==> src/rtl/add2_seq_pkg.sv <==
// add2_seq_pkg: shared types and constants for the digit-serial adder.
// State encoding, digit width and counter sizing helper.
package add2_seq_pkg;

    typedef enum logic [1:0] {
        IDLE = 2'd0,
        RUN  = 2'd1,
        DONE = 2'd2
    } state_e;

    localparam int DIGIT_W = 2;

    // Bits needed for a digit counter that loads width/2-1, minimum 1.
    function automatic int cnt_w(input int width);
        int n;
        n = width / DIGIT_W;
        return (n <= 1) ? 1 : $clog2(n);
    endfunction

endpackage

==> src/rtl/add2_seq_slice.sv <==
// add2_slice: combinational 2-bit full-adder slice.
// One digit plus carry-in produces a 2-bit sum and carry-out.
module add2_slice (
    input  logic [1:0] a,
    input  logic [1:0] b,
    input  logic       cin,
    output logic [1:0] s,
    output logic       cout
);

    logic [2:0] total;

    assign total = {1'b0, a} + {1'b0, b} + {2'b00, cin};
    assign s     = total[1:0];
    assign cout  = total[2];

endmodule

==> src/rtl/add2_seq.sv <==
// add2_seq: digit-serial WIDTH-bit adder, one 2-bit digit per clock.
// Optional subtract via ADD2_SEQ_SUB_EN (adds the in_sub port).
module add2_seq
    import add2_seq_pkg::*;
#(
    parameter int WIDTH = 8
) (
    input  logic             clk,
    input  logic             rst,
    input  logic             in_valid,
    output logic             in_ready,
    input  logic [WIDTH-1:0] in_a,
    input  logic [WIDTH-1:0] in_b,
`ifdef ADD2_SEQ_SUB_EN
    input  logic             in_sub,
`endif
    output logic             out_valid,
    input  logic             out_ready,
    output logic [WIDTH-1:0] out_sum,
    output logic             out_cout
);

    localparam int CW   = cnt_w(WIDTH);
    localparam int NDIG = WIDTH / DIGIT_W;

    if ((WIDTH % 2) != 0 || WIDTH < 2) begin : g_bad_width
        $error("add2_seq: WIDTH must be even and >= 2");
    end

    state_e           state_q, state_d;
    logic [WIDTH-1:0] opa_q, opa_d;
    logic [WIDTH-1:0] opb_q, opb_d;
    logic [WIDTH-1:0] sum_q, sum_d;
    logic             carry_q, carry_d;
    logic [CW-1:0]    cnt_q, cnt_d;
    logic [WIDTH+1:0] sum_ext;
    logic [1:0]       slice_s;
    logic             slice_cout;
    logic             sub;

`ifdef ADD2_SEQ_SUB_EN
    assign sub = in_sub;
`else
    assign sub = 1'b0;
`endif

    add2_slice u_slice (
        .a    (opa_q[1:0]),
        .b    (opb_q[1:0]),
        .cin  (carry_q),
        .s    (slice_s),
        .cout (slice_cout)
    );

    // Handshake flags come straight from the state register.
    assign in_ready  = (state_q == IDLE);
    assign out_valid = (state_q == DONE);
    assign out_sum   = sum_q;
    assign out_cout  = carry_q;

    // Next-state and datapath: load on accept, shift one digit per RUN cycle.
    always_comb begin
        state_d = state_q;
        opa_d   = opa_q;
        opb_d   = opb_q;
        sum_d   = sum_q;
        carry_d = carry_q;
        cnt_d   = cnt_q;
        sum_ext = {slice_s, sum_q};
        unique case (state_q)
            IDLE: begin
                if (in_valid) begin
                    opa_d   = in_a;
                    opb_d   = sub ? ~in_b : in_b;
                    carry_d = sub;
                    sum_d   = '0;
                    cnt_d   = CW'(NDIG - 1);
                    state_d = RUN;
                end
            end
            RUN: begin
                opa_d   = opa_q >> DIGIT_W;
                opb_d   = opb_q >> DIGIT_W;
                sum_d   = sum_ext[WIDTH+1:DIGIT_W];
                carry_d = slice_cout;
                cnt_d   = cnt_q - CW'(1);
                if (cnt_q == '0) begin
                    state_d = DONE;
                end
            end
            DONE: begin
                if (out_ready) begin
                    state_d = IDLE;
                end
            end
            default: begin
                state_d = IDLE;
            end
        endcase
    end

    // State and datapath registers; reset aborts any operation in flight.
    always_ff @(posedge clk or posedge rst) begin
        if (rst) begin
            state_q <= IDLE;
            opa_q   <= '0;
            opb_q   <= '0;
            sum_q   <= '0;
            carry_q <= 1'b0;
            cnt_q   <= '0;
        end else begin
            state_q <= state_d;
            opa_q   <= opa_d;
            opb_q   <= opb_d;
            sum_q   <= sum_d;
            carry_q <= carry_d;
            cnt_q   <= cnt_d;
        end
    end

endmodule

==> config.mk <==
export PLATFORM = sky130hd
export DESIGN_NAME = add2_seq
export DESIGN_NICKNAME = d
export VERILOG_FILES = /design/src/rtl/add2_seq_pkg.sv /design/src/rtl/add2_seq_slice.sv /design/src/rtl/add2_seq.sv
export SDC_FILE = /design/constraint.sdc
export NUM_CORES = 1
export LEC_CHECK = 0
export BUFFER_PORTS_ARGS = -buffer_cell sky130_fd_sc_hd__buf_2
export CAP_MARGIN = 20
export CORE_ASPECT_RATIO = 0.5
export CORE_MARGIN = 2
export CORE_UTILIZATION = 50
export CTS_CLUSTER_DIAMETER = 150
export DETAILED_ROUTE_END_ITERATION = 12
export GPL_ROUTABILITY_DRIVEN = 0
export PLACE_DENSITY = 0.7
export SLEW_MARGIN = 20
export SYNTH_ARGS = -nofsm -noshare
export SYNTH_HDL_FRONTEND = slang
export SYNTH_HIERARCHICAL = 1
export SYNTH_SLANG_ARGS = --single-unit
==> constraint.sdc <==
create_clock -name clk -period 3 [get_ports clk]
set_clock_uncertainty 0.2 [all_clocks]
set_input_delay 0.6 -clock clk [delete_from_list [all_inputs] [get_ports clk]]
set_output_delay 0.6 -clock clk [all_outputs]
set_load 0.02 [all_outputs]
==> Word-level counts from Yosys, hierarchy flattened <==
Cells that the tools add are included.
{ "op_classes": {"eq_ne": 5, "reduce_logical": 5, "addsub": 3, "muxes": 14} }
{ "op_table": {"columns": ["op", "count"], "rows": [
  ["case mux 8 bit (2 select lines)", 3],
  ["2-to-1 mux 8 bit", 3],
  ["2-to-1 mux 2 bit", 4],
  ["case mux 2 bit (3 select lines)", 1],
  ["logical NOT 2 bit", 2],
  ["inequality test 2 bit (second input constant)", 2],
  ["case mux 2 bit (2 select lines)", 1],
  ["adder 2 x 2 -> 3 bit", 1],
  ["adder 3 x 1 -> 3 bit", 1],
  ["AND reduction 3 bit", 1],
  ["== test 2 x 1 -> 1 bit (second input constant)", 1],
  ["== test 2 bit (second input constant)", 1],
  ["inequality test 2 x 1 -> 1 bit (second input constant)", 1],
  ["case mux 1 bit (2 select lines)", 1],
  ["AND reduction 2 bit", 1],
  ["nonzero test 2 bit", 1],
  ["subtractor 2 x 1 -> 2 bit (second input constant)", 1],
  ["2-to-1 mux 1 bit", 1]
]} }
{ "totals": {"output_inout_bits": 11, "ff_bits": 29} }

==> Longest topological paths before layout <==
Gate-level depths: netlist of run 1.
{ "depth": {"depth_word": 3, "mapped_depth": 5, "depth_no_buf": 5} }

==> By module <==
The synthesis of run 1 kept the hierarchy.
{ "modules_own_cells": {"columns": ["mod", "instances", "area_each_um2", "cells_each"], "rows": [
  ["add2_seq", 1, 1505.2, 117],
  ["add2_slice", 1, 70.1, 10]
]} }

==> Worst setup path after synthesis of run 1 <==
Ideal clock, no wire load.
{ "synth_timing": {"kind": "register to register", "startpoint": "reg carry_q (netlist: out_cout)", "endpoint": "reg sum_q[7] (netlist: out_sum[7])", "t_arrival_ps": 1590, "path_slack_ps": 1089, "stages_incl_launch_ff": 6, "n_path_buf": 0, "setup_ps": 121, "cell_sequence": "dfrtp_1 inv_1 fa_1 fa_1 inv_1 a22o_1"} }
{ "synth_between": {"elab_chain_len": 2} }
{ "synth_rtl": {"columns": ["element", "line_no", "source"], "rows": [
  ["start, declared", "add2_seq.sv:34", "logic carry_q, carry_d;"],
  ["start signal, assigned", "add2_seq.sv:116", "carry_q <= carry_d;"],
  ["adder 3 x 1 -> 3 bit", "add2_seq_slice.sv:13", "assign total = {1'b0, a} + {1'b0, b} + {2'b00, cin};"],
  ["named net slice_s[1]", "add2_seq.sv:37", "logic [1:0] slice_s;"],
  ["case mux 8 bit (2 select lines)", "add2_seq.sv:70", "unique case (state_q)"],
  ["end signal, assigned", "add2_seq.sv:115", "sum_q <= sum_d;"],
  ["end, declared", "add2_seq.sv:33", "logic [WIDTH-1:0] sum_q, sum_d;"]
]} }
The timed path passes the listed nets, and every way through them passes these cells.
A chain may end at the register's enable or synchronous reset.

==> Worst setup path in the final report of run 1 <==
{ "layout_timing": {"startpoint": "reg state_q[0]", "endpoint": "out out_valid"} }
{ "layout_between": {"elab_chain_len": 1} }
{ "layout_rtl": {"columns": ["element", "line_no", "source"], "rows": [
  ["start, declared", "add2_seq.sv:30", "state_e state_q, state_d;"],
  ["start signal, assigned", "add2_seq.sv:112", "state_q <= state_d;"],
  ["== test 2 bit", "add2_seq.sv:57", "assign out_valid = (state_q == DONE);"],
  ["end, declared", "add2_seq.sv:17", "output logic out_valid,"]
]} }
No other way between the ends.

==> flow_summary.ini, run 1 <==
[layout]
area_growth_pct = 14.4
final_layout_size_suffix_gt1_share_pct = 41.8
layout_common_cells = 30 x buf_2, 29 x dfrtp_1, 24 x inv_1, 13 x a22o_1, 11 x a211oi_2
final_nets = 180
layout_commonest_cell = buf_2
diodes = 0
design_area_sq_mm = 0.00180

[timing]
setup_tns_ps = 0
setup_violations = 0
drv_slew = 0
slew_headroom_pct = 47.7
period_needed_ps = 2250
setup_slack_ps = 745
layout_worst_path_cycle_share_pct = 75.2
rsz0062_at_grt = no
tightest_slew_ps = 783
final_hold_viol_count = 0
max_freq_mhz = 444

[synth]
ys_seq_area_share_pct = 46.1
synth-adder-area-share_pct = 3.34
muxShareOfSynthArea_pct = 0.635
synth-compound-area-share_pct = 19.0
ys_async_sr_fraction_pct = 100
synth-edff-count = 0
synth_top_family_by_area = simple AND/OR/NAND/NOR gates
syn_area_sq_mm = 0.00158
synth.net_count = 150
yosys_register_bits = 29
postSynthCellCount = 127
synth_area_per_cell_sq_um = 12.4
synth_ff_type = dfrtp_1
synth_simple_gate_area_share_pct = 20.0
synth_cell_type_count = 24
synthXorXnorAreaFrac_pct = 0
synth_warnings = 6

[setup_path]
crit_chain = nor2b_1 -> buf_2
crit_fanout = 22
required_ps = 2200
cpMaxStageDelayCell = dfrtp_1
r2r_cells = 2
critPathCapture = out_valid
crit_path_start_kind = register
r2r_start = state_q[0]$_DFFE_PP0P_
critical_path.max_stage_delay_ps = 840
crit_type = register to output pin
crit_arrival_ps = 1450
endpoint_kind = output pin
rr_endpoint = opa_q[2]$_DFFE_PP0P_
rrSetupSlack_ps = 1050
crit_start = state_q[0]$_DFFE_PP0P_

[clocking]
hold_buffers = 0
h-tree-depth = 2
cts_tree = yes
cts-buffers-inserted = 5
clkTransAtPathRegs_ps = 70
clk_latency_ps = 290
cts.repair.resized = 0
postCtsSetupRepairBufs = 0
clock_sinks = 29
cts_root_buf = clkbuf_8
clock_path_buffers = 2

[drt]
drcViolationCount = 0
drt_iter0_drc = 35
first_pass_iters = 4
via_per_inst = 5.17
drtAntennaViolNets = 0
routedWlPerCell_microns = 13.6
vias = 1023
wl_mm = 2.69

[outcome]
status = complete, no violations

[pwr]
pwr-share-seq_pct = 37.9
p_leak_nw = 0.870
pwr-share-clk_pct = 16.2
p_int_mw = 1.15
p_per_area_mw_per_mm2 = 1090
p_total_mw = 1.96
switchingPower_mw = 0.807
swShare_pct = 41.2
combPwrFrac_pct = 45.9
ir_drop_mv = 0.529

[die]
die_area_sq_mm = 0.00364
start_util_pct = 52.6
num_io_pins = 31
die_h_microns = 43.7
core_sq_mm = 0.00300
fp-row-count = 14
die_w_microns = 83.4

[global_routing]
grt_pass1_vias = 1054
grt_pass1_wl_mm = 4.82
grt_antenna_before_repair = 0
gr-usage-all-layers_pct = 18.1
grt_max_degree = 30
grt_remaining_overflow = 0

[placed_design]
dp.final_hpwl_mm = 1.83
pre_cts_ws_ps = 1030
portBuffers = 30
place_area_sq_mm = 0.00172

[min_path]
min_path_type = primary input to async pin

[job]
cap_violations = 0
==> power groups by stage <==
stage	clock network, mW	logic, mW	registers [mW]
2_1_floorplan	0	0.779	0.742
3_3_place_gp	0	0.891	0.744
3_5_place_dp	0	0.912	0.750
4_1_cts	0.324	0.917	0.742
5_1_grt	0.345	1.01	0.774
6_report	0.317	0.899	0.742
==> state kept, by name, summed over array words and instances (netlist names) <==
signal,flops
cnt_q,2
opa_q,8
out_cout,1
state_q,2
out_sum,8
opb_q,8
==> how the worst min path moves through the flow <==
stage | end | slack [ps] | cells after the start | start
6_report | out_sum[5]$_DFFE_PP0P_ | 170 | 3 | rst
5_1_grt | out_sum[5]$_DFFE_PP0P_ | 210 | 3 | rst
4_1_cts | out_sum[5]$_DFFE_PP0P_ | 180 | 3 | rst
3_5_place_dp | out_sum[0]$_DFFE_PP0P_ | 290 | 1 | out_sum[0]$_DFFE_PP0P_
3_3_place_gp | out_sum[1]$_DFFE_PP0P_ | 280 | 1 | out_sum[1]$_DFFE_PP0P_
2_1_floorplan | opb_q[6]$_DFFE_PP0P_ | 270 | 1 | opb_q[6]$_DFFE_PP0P_
==> final cells by class <==
class                      instances  area, sq um
fill                             265         1190
clock inverter                     3         17.5
tap                               40         50.0
timing repair buffer              33          173
sequential                        29          726
clock buffer                       5         68.8
inverter                          24         90.1
multi-input combinational         64          677
==> cells by family (layout without fill, tap and decap cells) <==
family          after synthesis  in the layout
buf+inv                      34             65
flops                        29             29
compound gates               29             29
simple gates                 31             31
fa+ha+maj                     3              3
mux                           1              1
==> stage by stage <==
| step | utilization, % | cells | hold slack, ps |
|---|---|---|---|
| 6_report | 60.2 | 198 | 171 |
| 5_1_grt | 60.2 | 198 | 213 |
| 4_1_cts | 60.2 | 198 | 177 |
| 3_5_place_dp | 57.3 | 190 | 294 |
| 3_3_place_gp | 57.3 | 190 | 282 |
| 2_1_floorplan | - | 127 | 274 |
==> per-layer routing <==
metal | GRT usage [%] | vias to the layer above | wire (microns)
met5 | 0 | - | 0
met4 | 9.84 | 0 | 45
met3 | 6.48 | 6 | 129
met2 | 27.6 | 24 | 1180
met1 | 23.0 | 485 | 1330
li1 | - | 508 | -
==> synthesized netlist by cell type (all sizes together) (2+ instances only) <==
master	count	area, sq um
a211oi	12	145
a22o	13	114
buf	10	82.6
dfrtp	29	726
fa	2	40.0
inv	24	90.1
nand2b	3	18.8
nor3b	13	118
nor4b	12	161
==> worst max-delay path: cells and delay by family (launching register included) <==
family / cells / cell delay, ps
flip-flops: 1 / 840
buffers and inverters: 1 / 200
AND/OR/NAND/NOR: 1 / 130
No activity file was read; power rests on OpenSTA's default activity.
==> run 2, diff against run 1 <==
--- a/config.mk
+++ b/config.mk
@@ -5,15 +5,16 @@
 export SDC_FILE = /design/constraint.sdc
 export NUM_CORES = 1
 export LEC_CHECK = 0
+export ABC_AREA = 1
 export BUFFER_PORTS_ARGS = -buffer_cell sky130_fd_sc_hd__buf_2
 export CAP_MARGIN = 20
 export CORE_ASPECT_RATIO = 0.5
 export CORE_MARGIN = 2
-export CORE_UTILIZATION = 50
+export CORE_UTILIZATION = 49
 export CTS_CLUSTER_DIAMETER = 150
 export DETAILED_ROUTE_END_ITERATION = 12
 export GPL_ROUTABILITY_DRIVEN = 0
-export PLACE_DENSITY = 0.7
+export PLACE_DENSITY = 0.72
 export SLEW_MARGIN = 20
 export SYNTH_ARGS = -nofsm -noshare
 export SYNTH_HDL_FRONTEND = slang
==> constraint.sdc (replaced) <==
create_clock -name clk -period 1.8 [get_ports clk]
set_clock_uncertainty 0.2 [all_clocks]
set_input_delay 0.36 -clock clk [delete_from_list [all_inputs] [get_ports clk]]
set_output_delay 0.36 -clock clk [all_outputs]
set_load 0.02 [all_outputs]
==> run 2 against run 1 <==
Compared with the run above:
- worst setup slack lost 680 ps
- largest power group unchanged
- largest cell class unchanged
- global-route usage about the same
- highest routed layer unchanged
- first-iteration DRC count increased by 83%
- hold slack lost 110 ps
- final cell count increased by 29%
- register-to-register slack worse by 980 ps
- sequential share of layout area up 0.90 points
- utilization shrank 1.6 points
- flip-flop and latch count stayed put
- clock-buffer cell count rose by 2
- die area rose by 0.39%
==> flow_summary.ini, run 2 <==
[synth]
synth-edff-count = 0
syn_area_sq_mm = 0.00155
ys_seq_area_share_pct = 46.8
synthXorXnorAreaFrac_pct = 0
muxShareOfSynthArea_pct = 0
yosysMostFrequentCell = nand2_1
yosys-top-cells-area = dfrtp_1 47%, nand2_1 12%, inv_1 9.9%, nand3_1 9.0%, buf_6 3.6%
synth_simple_gate_area_share_pct = 26.0
synth_top_area_share_pct = 46.8
postSynthCellCount = 184
synth_area_per_cell_sq_um = 8.43
synth.net_count = 207
synth_ff_type = dfrtp_1
yosys_register_bits = 29
netlist_top_cells_count = 48 x nand2_1, 41 x inv_1, 29 x dfrtp_1
synth_top_area_cell = dfrtp_1
synth-adder-area-share_pct = 3.39
synth_cell_type_count = 20
synth_warnings = 6
synth-compound-area-share_pct = 6.05
synth_top_family_by_area = simple AND/OR/NAND/NOR gates
ys_async_sr_fraction_pct = 100

[setup_path]
crit_chain = inv_2 -> fa_2 -> fa_1 -> inv_1 -> nand2_1 -> o21ai_1
cpMaxStageDelayCell = fa_1
crit_start = opa_q[0]$_DFFE_PP0P_
r2r_cells = 6
critPathCapture = out_sum[7]$_DFFE_PP0P_
crit_fanout = 2
endpoint_kind = register
required_ps = 1770
rrSetupSlack_ps = 70
cp_top_family = adder cells
crit_path_start_kind = register
rr_endpoint = out_sum[7]$_DFFE_PP0P_
crit_type = register to register
r2r_start = opa_q[0]$_DFFE_PP0P_
crit_arrival_ps = 1700
critical_path.max_stage_delay_ps = 490
cp_num_buf_inv = 2
worst-path-stages = 6

[pwr]
ir_drop_mv = 0.842
p_per_area_mw_per_mm2 = 1850
p_leak_nw = 1.02

[placed_design]
place_area_sq_mm = 0.00165
pre_cts_ws_ps = 2.76
dp.final_hpwl_mm = 1.90
portBuffers = 30
placed_cells = 247

[timing]
slew_headroom_pct = 75.3
final_hold_viol_count = 0
rsz0062_at_grt = no
whs_ps = 62.8
setup_violations = 0
period_needed_ps = 1730
setup_slack_ps = 66.5
setup_tns_ps = 0
layout_worst_path_cycle_share_pct = 96.3
max_freq_mhz = 577
tightest_slew_ps = 370
drv_slew = 0

[die]
core_sq_mm = 0.00301
die_h_microns = 43.8
die_w_microns = 83.5
fp-row-count = 14
die_area_sq_mm = 0.00366
num_io_pins = 31
start_util_pct = 51.5

[clocking]
h-tree-depth = 2
cts_tree = yes
cts_root_buf = clkbuf_8
clkTransAtPathRegs_ps = 60
cts-buffers-inserted = 5
clock_path_buffers = 2
clock_sinks = 29
clk_latency_ps = 280

[layout]
area_growth_pct = 13.9
layout_common_cells = 48 x nand2_1, 40 x inv_1, 30 x buf_2, 28 x nand3_1, 28 x dfrtp_1
final_layout_size_suffix_gt1_share_pct = 23.1
layout_commonest_cell = nand2_1
fin_cells = 256
diodes = 0
nFillCells = 300
final_nets = 238
design_area_sq_mm = 0.00177

[drt]
via_per_inst = 4.66
vias = 1194
first_pass_iters = 4
routedWlPerCell_microns = 11.5
topRoutingLayerUsed = met4
wl_mm = 2.95
drcViolationCount = 0
wl_met1_mm = 1.46
drtAntennaViolNets = 0
wl_met2_mm = 1.28
wl_met3_microns = 156
drt_iter0_drc = 64

[global_routing]
grt_pass1_wl_mm = 5.03
grt_remaining_overflow = 0
grt_max_degree = 38
gr-usage-all-layers_pct = 18.1
grt_antenna_before_repair = 0
grt_pass1_vias = 1135

[min_path]
hold_start = out_ready
min_path_type = primary input to register

[outcome]
status = complete, no violations

[job]
cap_violations = 0
[run 2: cell type report]
class	instances	area [sq um]	area share [%]
clock inverter	1	5.00	0.283
multi-input combinational	104	552	31.3
tap	40	50.0	2.83
clock buffer	7	96.3	5.46
sequential	29	727	41.2
inverter	42	160	9.07
timing repair buffer	33	175	9.92
[run 2: how the worst min path moves through the flow]
| stage | to | slack, ps | cells past startpoint |
|---|---|---|---|
| 2_1_floorplan | cnt_q[0]$_DFFE_PP0P_ | 240 | 1 |
| 3_3_place_gp | opb_q[1]$_DFFE_PP0P_ | 260 | 3 |
| 3_5_place_dp | opb_q[3]$_DFFE_PP0P_ | 250 | 3 |
| 4_1_cts | state_q[1]$_DFFE_PP0P_ | 50 | 2 |
| 5_1_grt | state_q[1]$_DFFE_PP0P_ | 50 | 2 |
| 6_report | state_q[1]$_DFFE_PP0P_ | 60 | 2 |
[run 2: kinds of logic (layout without fill, tap and decap cells)]
group / Yosys count / after routing
simple gates: 86 / 86
compound gates: 15 / 15
fa+ha+maj: 3 / 3
flops: 29 / 29
buf+inv: 51 / 83
[run 2: power by group]
part	total [mW]	internal [mW]	switching (mW)
Clock	0.593	0.345	0.249
Sequential	1.12	0.945	0.175
Combinational	1.55	0.532	1.02
Total	3.27	1.82	1.45
[run 2: layer usage]
metal | up-vias | GRT usage, %
li1 | 612 | -
met1 | 546 | 24.0
met2 | 30 | 27.7
met3 | 6 | 5.71
met4 | 0 | 8.71
met5 | - | 0
[run 2: stage by stage]
stage               util [%]  power, mW
global placement        54.8       2.63
detailed placement      54.8       2.67
floorplan                  -       2.50
CTS                     58.6       3.30
global route            58.6       3.58
finish                  58.6       3.27
[run 2: timing repair]
action / in CTS / in global routing
setup endpoints to repair: 1 / 1
gates resized for setup: 1 / 1
hold buffers: 1 / 0
buffers inserted: 0 / 0
endpoints found under the hold margin: 29 / 0
